$ cat src/rtl/ahb_pkg.sv
// Shared AHB-Lite encodings and the default-slave FSM state type.
package ahb_pkg;

   localparam logic [1:0] RSP_OKAY  = 2'b00;
   localparam logic [1:0] RSP_ERROR = 2'b01;

   localparam logic [1:0] HTRANS_IDLE   = 2'b00;
   localparam logic [1:0] HTRANS_BUSY   = 2'b01;
   localparam logic [1:0] HTRANS_NONSEQ = 2'b10;
   localparam logic [1:0] HTRANS_SEQ    = 2'b11;

   typedef enum logic [1:0] {
      ST_IDLE = 2'd0,
      ST_WAIT = 2'd1,
      ST_ERR1 = 2'd2,
      ST_ERR2 = 2'd3
   } dslv_state_t;

endpackage

$ cat src/rtl/ahb_errlog_capture.sv
// Fault log: first-fault address/direction, overflow flag and a saturating count.
module ahb_errlog_capture #(
   parameter int ADDR_WIDTH = 32,
   parameter int CNT_WIDTH  = 8
) (
   input  logic                  HCLK,
   input  logic                  HRESETn,
   input  logic                  cap,
   input  logic [ADDR_WIDTH-1:0] addr,
   input  logic                  write,
   input  logic                  clr,
   output logic                  err_valid,
   output logic                  err_ovf,
   output logic [ADDR_WIDTH-1:0] err_addr,
   output logic                  err_write,
   output logic [CNT_WIDTH-1:0]  err_count
);

   logic                  err_valid_q, err_valid_d;
   logic                  err_ovf_q, err_ovf_d;
   logic [ADDR_WIDTH-1:0] err_addr_q, err_addr_d;
   logic                  err_write_q, err_write_d;
   logic [CNT_WIDTH-1:0]  err_count_q, err_count_d;

   // A capture in the same cycle as a clear behaves as the first fault after the clear.
   always_comb begin
      err_valid_d = err_valid_q;
      err_ovf_d   = err_ovf_q;
      err_addr_d  = err_addr_q;
      err_write_d = err_write_q;
      err_count_d = err_count_q;
      if (clr) begin
         err_valid_d = 1'b0;
         err_ovf_d   = 1'b0;
         err_count_d = '0;
      end
      if (cap) begin
         if (!err_valid_q || clr) begin
            err_valid_d = 1'b1;
            err_addr_d  = addr;
            err_write_d = write;
         end else begin
            err_ovf_d = 1'b1;
         end
         if (clr) begin
            err_count_d = CNT_WIDTH'(1);
         end else if (err_count_q != '1) begin
            err_count_d = err_count_q + CNT_WIDTH'(1);
         end
      end
   end

   always_ff @(posedge HCLK or negedge HRESETn) begin
      if (!HRESETn) begin
         err_valid_q <= 1'b0;
         err_ovf_q   <= 1'b0;
         err_addr_q  <= '0;
         err_write_q <= 1'b0;
         err_count_q <= '0;
      end else begin
         err_valid_q <= err_valid_d;
         err_ovf_q   <= err_ovf_d;
         err_addr_q  <= err_addr_d;
         err_write_q <= err_write_d;
         err_count_q <= err_count_d;
      end
   end

   assign err_valid = err_valid_q;
   assign err_ovf   = err_ovf_q;
   assign err_addr  = err_addr_q;
   assign err_write = err_write_q;
   assign err_count = err_count_q;

endmodule

$ cat src/rtl/ahb_default_slave_errlog.sv
// AHB-Lite default slave: optional wait states then a two-cycle ERROR, with fault logging.
// Handshake: a transfer is taken when HSEL & HREADY & HTRANS is NONSEQ/SEQ while HREADYOUT=1.
module ahb_default_slave_errlog
   import ahb_pkg::*;
#(
   parameter int ADDR_WIDTH  = 32,
   parameter int WAIT_STATES = 0,
   parameter int CNT_WIDTH   = 8
) (
   input  logic                  HCLK,
   input  logic                  HRESETn,
   input  logic                  HSEL,
   input  logic [1:0]            HTRANS,
   input  logic                  HREADY,
   input  logic [ADDR_WIDTH-1:0] HADDR,
   input  logic                  HWRITE,
   input  logic                  ERR_CLR,
   output logic                  HREADYOUT,
   output logic [1:0]            HRESP,
   output logic                  ERR_VALID,
   output logic                  ERR_OVF,
   output logic [ADDR_WIDTH-1:0] ERR_ADDR,
   output logic                  ERR_WRITE,
   output logic [CNT_WIDTH-1:0]  ERR_COUNT,
   output logic                  IRQ
);

   if (WAIT_STATES < 0 || WAIT_STATES > 15 || CNT_WIDTH < 1 || ADDR_WIDTH < 1) begin : g_bad_param
      $error("ahb_default_slave_errlog: illegal parameter value");
   end

   localparam int          WAIT_LOAD_INT = (WAIT_STATES > 0) ? WAIT_STATES - 1 : 0;
   localparam logic [3:0]  WAIT_LOAD     = 4'(WAIT_LOAD_INT);

   dslv_state_t state_q, state_d;
   logic [3:0]  wait_cnt_q, wait_cnt_d;
   logic        hreadyout_q, hreadyout_d;
   logic [1:0]  hresp_q, hresp_d;
   logic        invalid;
   logic        capture;

   assign invalid = HSEL & HREADY & ((HTRANS == HTRANS_NONSEQ) | (HTRANS == HTRANS_SEQ));

   always_comb begin
      state_d    = state_q;
      wait_cnt_d = wait_cnt_q;
      capture    = 1'b0;
      unique case (state_q)
         ST_IDLE, ST_ERR2: begin
            if (invalid) begin
               capture = 1'b1;
               if (WAIT_STATES > 0) begin
                  state_d    = ST_WAIT;
                  wait_cnt_d = WAIT_LOAD;
               end else begin
                  state_d = ST_ERR1;
               end
            end else begin
               state_d = ST_IDLE;
            end
         end
         ST_WAIT: begin
            if (wait_cnt_q == 4'd0) state_d = ST_ERR1;
            else                    wait_cnt_d = wait_cnt_q - 4'd1;
         end
         ST_ERR1: state_d = ST_ERR2;
         default: state_d = ST_IDLE;
      endcase
      // Outputs are decoded from the next state so they come straight from flops.
      hreadyout_d = (state_d == ST_IDLE) || (state_d == ST_ERR2);
      hresp_d     = ((state_d == ST_ERR1) || (state_d == ST_ERR2)) ? RSP_ERROR : RSP_OKAY;
   end

   always_ff @(posedge HCLK or negedge HRESETn) begin
      if (!HRESETn) begin
         state_q     <= ST_IDLE;
         wait_cnt_q  <= 4'd0;
         hreadyout_q <= 1'b1;
         hresp_q     <= RSP_OKAY;
      end else begin
         state_q     <= state_d;
         wait_cnt_q  <= wait_cnt_d;
         hreadyout_q <= hreadyout_d;
         hresp_q     <= hresp_d;
      end
   end

   assign HREADYOUT = hreadyout_q;
   assign HRESP     = hresp_q;

   ahb_errlog_capture #(
      .ADDR_WIDTH (ADDR_WIDTH),
      .CNT_WIDTH  (CNT_WIDTH)
   ) u_capture (
      .HCLK      (HCLK),
      .HRESETn   (HRESETn),
      .cap       (capture),
      .addr      (HADDR),
      .write     (HWRITE),
      .clr       (ERR_CLR),
      .err_valid (ERR_VALID),
      .err_ovf   (ERR_OVF),
      .err_addr  (ERR_ADDR),
      .err_write (ERR_WRITE),
      .err_count (ERR_COUNT)
   );

   assign IRQ = ERR_VALID;

endmodule

$ cat config.mk
export PLATFORM = sky130hd
export DESIGN_NAME = ahb_default_slave_errlog
export DESIGN_NICKNAME = d
export VERILOG_FILES = /design/src/rtl/ahb_pkg.sv /design/src/rtl/ahb_errlog_capture.sv /design/src/rtl/ahb_default_slave_errlog.sv
export SDC_FILE = /design/constraint.sdc
export NUM_CORES = 1
export LEC_CHECK = 0
export ABC_CLOCK_PERIOD_IN_PS = 2400
export CORE_UTILIZATION = 44
export CTS_BUF_LIST = sky130_fd_sc_hd__clkbuf_2
export DETAILED_ROUTE_END_ITERATION = 8
export GPL_ROUTABILITY_DRIVEN = 0
export PLACE_DENSITY = 0.81
export SLEW_MARGIN = 20
export SYNTH_ARGS = -nofsm -noshare
export SYNTH_HDL_FRONTEND = slang
export SYNTH_SLANG_ARGS = --single-unit
$ cat constraint.sdc
create_clock -name HCLK -period 2.4 [get_ports HCLK]
set_input_delay 0.72 -clock HCLK [delete_from_list [all_inputs] [get_ports HCLK]]
set_output_delay 0.72 -clock HCLK [all_outputs]
set_load 0.02 [all_outputs]
## Word level (Yosys, flattened, before mapping)

Cells that the tools add are included.

- Output and inout bits: 47
- Register bits: 51
- Word-level logic and storage cells: 49

- Reductions and logical operators: 10
- $add $sub $neg: 2
- Bitwise gates (word level): 4
- Eq/ne operators: 8
- Multiplexer cells: 16

Operators with widths:

| operator | count |
|---|---|
| $mux W8 | 4 |
| $eq A2 B2 Y1 const B | 6 |
| $mux W1 | 9 |
| $add A8 B1 Y8 const B | 1 |
| $ne A8 B8 Y1 const B | 1 |
| $pmux W2 S3 | 1 |
| $logic_not A2 Y1 | 2 |
| $logic_not A4 Y1 | 1 |
| $mux W2 | 2 |
| $reduce_and A2 Y1 | 2 |
| $sub A4 B1 Y4 const B | 1 |
| $logic_or A1 B1 Y1 | 3 |
| $and A1 B1 Y1 | 2 |
| $eq A2 B1 Y1 const B | 1 |
| $reduce_or A2 Y1 | 1 |
| $logic_not A1 Y1 | 1 |
| $not A1 Y1 | 1 |
| $or A1 B1 Y1 | 1 |

## Logic depth before layout (Yosys ltp)

- Word-level depth: 8
- Gate-level depth with buffers: 8
- Mapped depth without buffers: 8

## Cells and area by module

Synthesis repeated with hierarchy kept, for this count alone.

- Cells, all modules: 166
- Area, all modules: 2,177.1 µm²

By module, submodules not included:

| module | sequential area each (µm²) | times used | area each (µm²) | cells each |
|---|---|---|---|---|
| ahb_errlog_capture | 1,076.0 | 1 | 1,775.5 | 126 |
| ahb_default_slave_errlog | 176.4 | 1 | 401.6 | 40 |

## Worst setup path after synthesis

No wires, ideal clock.

- Path type: input -> register
- Start: input port ERR_CLR
- End: register u_capture.err_addr_q[10], in the netlist u_capture.err_addr[10]
- Slack: 526 ps
- Data arrival time: 1,749 ps
- Stages on the path: 5
- Buffers on the path: 2
- Library setup time: 125 ps
- Path through: buf_2 -> inv_2 -> a21oi_2 -> buf_2 -> mux2_2

- Longest elaborated chain between the ends: 2

Ends and longest elaborated chain:

| item | RTL line | RTL |
|---|---|---|
| from (decl) | ahb_default_slave_errlog.sv:17 | `input logic ERR_CLR,` |
| $logic_or A1 B1 Y1 | ahb_errlog_capture.sv:38 | `if (!err_valid_q \|\| clr) begin` |
| $reduce_and A2 Y1 (no source line) | n/a |  |
| to (signal assigned) | ahb_errlog_capture.sv:63 | `err_addr_q <= err_addr_d;` |
| to (decl) | ahb_errlog_capture.sv:21 | `logic [ADDR_WIDTH-1:0] err_addr_q, err_addr_d;` |

Every way passes these cells.
A chain may end at the register's enable or synchronous reset.

## Worst setup path after layout

- Start: register hreadyout_q, in the netlist HREADYOUT
- End: output port HREADYOUT

RTL lines:

| item | RTL line | RTL |
|---|---|---|
| from (decl) | ahb_default_slave_errlog.sv:37 | `logic hreadyout_q, hreadyout_d;` |
| from (signal assigned) | ahb_default_slave_errlog.sv:83 | `hreadyout_q <= hreadyout_d;` |
| to (decl) | ahb_default_slave_errlog.sv:18 | `output logic HREADYOUT,` |

No word-level cell between the ends.

==> results.yml <==
run:
  maxCapViolCount: 0
cells_and_area:
  areaGrowthSynthToFinish_pct: 44.5
  fin_area_um2: 3100
  diodes: 0
  fillers: 365
  instances_no_fill: 307
  final_nets: 297
  multi_input_area_um2: 811
  drive_above_1_share_pct: 22.5
  register_area_um2: 1280
worst_setup_path:
  r2r_slack_ps: 440
  cp-end-kind: "output port"
  critPathBufInv: 1
  path_max_fanout: 1
  cp_data_arrival_time_ps: 1590
  crit_chain: "clkdlybuf4s50_1"
  worst_path_largest_cell_delay_ps: 590
  slowest_stage: "clkdlybuf4s50_1"
  critPathLaunchType: "flop"
  path_class: "reg -> out"
  crit_family: "buffers and inverters"
  cp_data_required_time_ps: 1680
clock_network:
  holdBufCountCts: 0
  path_clk_slew_ps: 240
  htreeDepth: 2
  root_buffer: "clkbuf_2"
  cts_made_buffers: 5
  cts_tree: "done"
  clock_latency_ps: 410
  cts.sinks: 51
  ctsLongestPathBuffers: 2
floorplanning:
  dieArea_um2: 5160
  rows: 25
  fp.dieH_um: 71.8
  floorplan.initialDensity_pct: 45.7
  core_um2: 4690
  die_x_um: 71.8
  ios: 87
place:
  place_ws_ps: 71.0
  port_buffers: 84
  placed_area_um2: 3060
  placed_cells: 299
  dp_hpwl_um: 3010
synthesis:
  ys_types: 37
  ys_warn_count: 0
  synthesis.area_um2: 2150
  syn_inst: 163
  yosysSeqAreaShare_pct: 59.5
  ys_ff_latch: 51
  synth_nets: 208
  syn-mean-instance-area_um2: 13.2
sta:
  fin_crit_sh_pct: 96.1
  hold_violations: 0
  worst_pin_slew_ps: 621
  rsz0062_at_grt: "false"
  fin_ws_ps: 93.5
  fin_tns_setup_ps: 0
  period_needed_ps: 2310
  drv_slew: 0
  relSlewSlack_pct: 58.6
  skew_ps: 20.2
  setup_viol: 0
  timing.fmax_ghz: 0.434
pwr:
  peakVddDrop_mv: 0.366
  powerDensity_nw_per_um2: 692
  totalPowerFinal_mw: 2.15
  p_leak_nw: 1.29
routing:
  vias_per_cell: 5.08
  first_pass_iters: 4
  drt-total-wl_um: 4150
  vias: 1560
  postRouteAntennaNets: 0
  routedWlPerCell_um: 13.5
  post-route-drc-count: 0
  drt_iter0_drc: 36
global_routing:
  grt_pass1_vias: 1539
  antenna_found_initial: 0
  grt_first_pass_wirelength_um: 6940
  overflow: 0
  grt_use_total_pct: 17.6
  grt_max_degree: 52
worst_hold_path:
  worstHoldPathType: "in -> async"
outcome:
  status: "completed"
[routing by layer]
layer / wire (um) / share of wire, % / track usage, % / vias to the layer above
met5: 0 / 0 / 0 / -
met3: 257 / 6.2 / 5.49 / 6
met2: 2050 / 49 / 30.2 / 51
met4: 38 / 0.92 / 5.66 / 0
met1: 1810 / 44 / 21.0 / 755
li1: - / - / - / 748
[stage by stage]
stage	util [%]	hold slack, ps
after global routing	66.1	366
after global placement	65.2	479
after detailed placement	65.2	486
after CTS	66.0	371
final	66.1	348
after floorplan	-	424
[flip-flops by register name, indices dropped and copies added, names as in the netlist]
name and flops:
u_capture.err_count 8, u_capture.err_addr 32, u_capture.err_ovf 1, u_capture.err_write 1, u_capture.err_valid 1, wait_cnt_q 4
HRESP 1, HREADYOUT 1, state_q 2
[Yosys cell counts (all sizes together)]
library cell   n  share of area, %
dfstp          1               1.2
o2111a         1              0.52
mux2          33                17
o21a           1              0.35
or2            3              0.87
nor2b          2              0.58
nand3          4               1.2
xor2           1              0.41
a21o           1              0.41
nor4           2              0.58
a21oi          5               1.3
conb           1              0.17
dfrtp         50                58
buf            7               2.2
inv            5              0.87
nor3b          1              0.35
nand2b         2              0.58
a31o           1              0.41
nand4          3              0.87
nand2          8               1.4
o21ai          4              0.93
or4            1              0.35
nor3           3              0.70
ha             5               2.9
mux2i          2              0.93
xnor2          1              0.41
and4           1              0.41
and3           1              0.29
nor2           8               1.4
a211oi         1              0.35
o31ai          3               1.0
o211ai         1              0.35
[cell type report]
| type | instances | area share, % |
|---|---|---|
| timing repair buffer | 89 | 28.6 |
| multi-input combinational | 100 | 26.1 |
| tap | 54 | 2.18 |
| clock buffer | 6 | 0.968 |
| sequential | 51 | 41.3 |
| inverter | 5 | 0.605 |
| clock inverter | 2 | 0.242 |
[kinds of logic (layout without fill, tap and decap cells)]
logic type	after synthesis	after routing	synth area share [%]
AO/OA/AOI/OAI	18	18	5.71
XOR/XNOR	2	2	0.816
adder cells (fa/ha/maj)	5	5	2.92
buffers and inverters	12	102	3.03
flip-flops	51	51	59.5
multiplexers	35	35	18.3
other	1	1	0.175
AND/OR/NAND/NOR	39	39	9.56
[path summary, 6_finish.rpt]
path                       cells after the start           from               endpoint
max                                            1      HREADYOUT              HREADYOUT
min                                            2        HRESETn  u_capture.err_addr[9]
max reg2reg                                    8  wait_cnt_q[0]               HRESP[0]
min reg2reg                                    1  wait_cnt_q[3]          wait_cnt_q[3]
max in group asynchronous                      2        HRESETn    u_capture.err_valid
min in group HCLK                              1  wait_cnt_q[3]          wait_cnt_q[3]
[where the power goes]
group	leakage (nW)	internal [mW]	switching (mW)
combinational	0.630	0.420	0.331
clock	0.0281	0.0702	0.247
sequential	0.631	1.01	0.0722
[placed cells by master, fill, tap and decap left out, drive strengths merged, types with 3 or more instances in the layout]
cell type,n
clkdlybuf4s50,83
dfrtp,50
mux2,33
nor2,8
nand2,8
clkbuf,6
buf,6
ha,5
inv,5
a21oi,5
o21ai,4
nand3,4
nand4,3
nor3,3
o31ai,3
or2,3
[timing repair]
| action | in CTS | in global routing |
|---|---|---|
| setup buffers | 0 | 0 |
| resized for setup | 0 | 3 |
| setup endpoints to repair | 0 | 3 |
(Power assumes the default switching activity.)
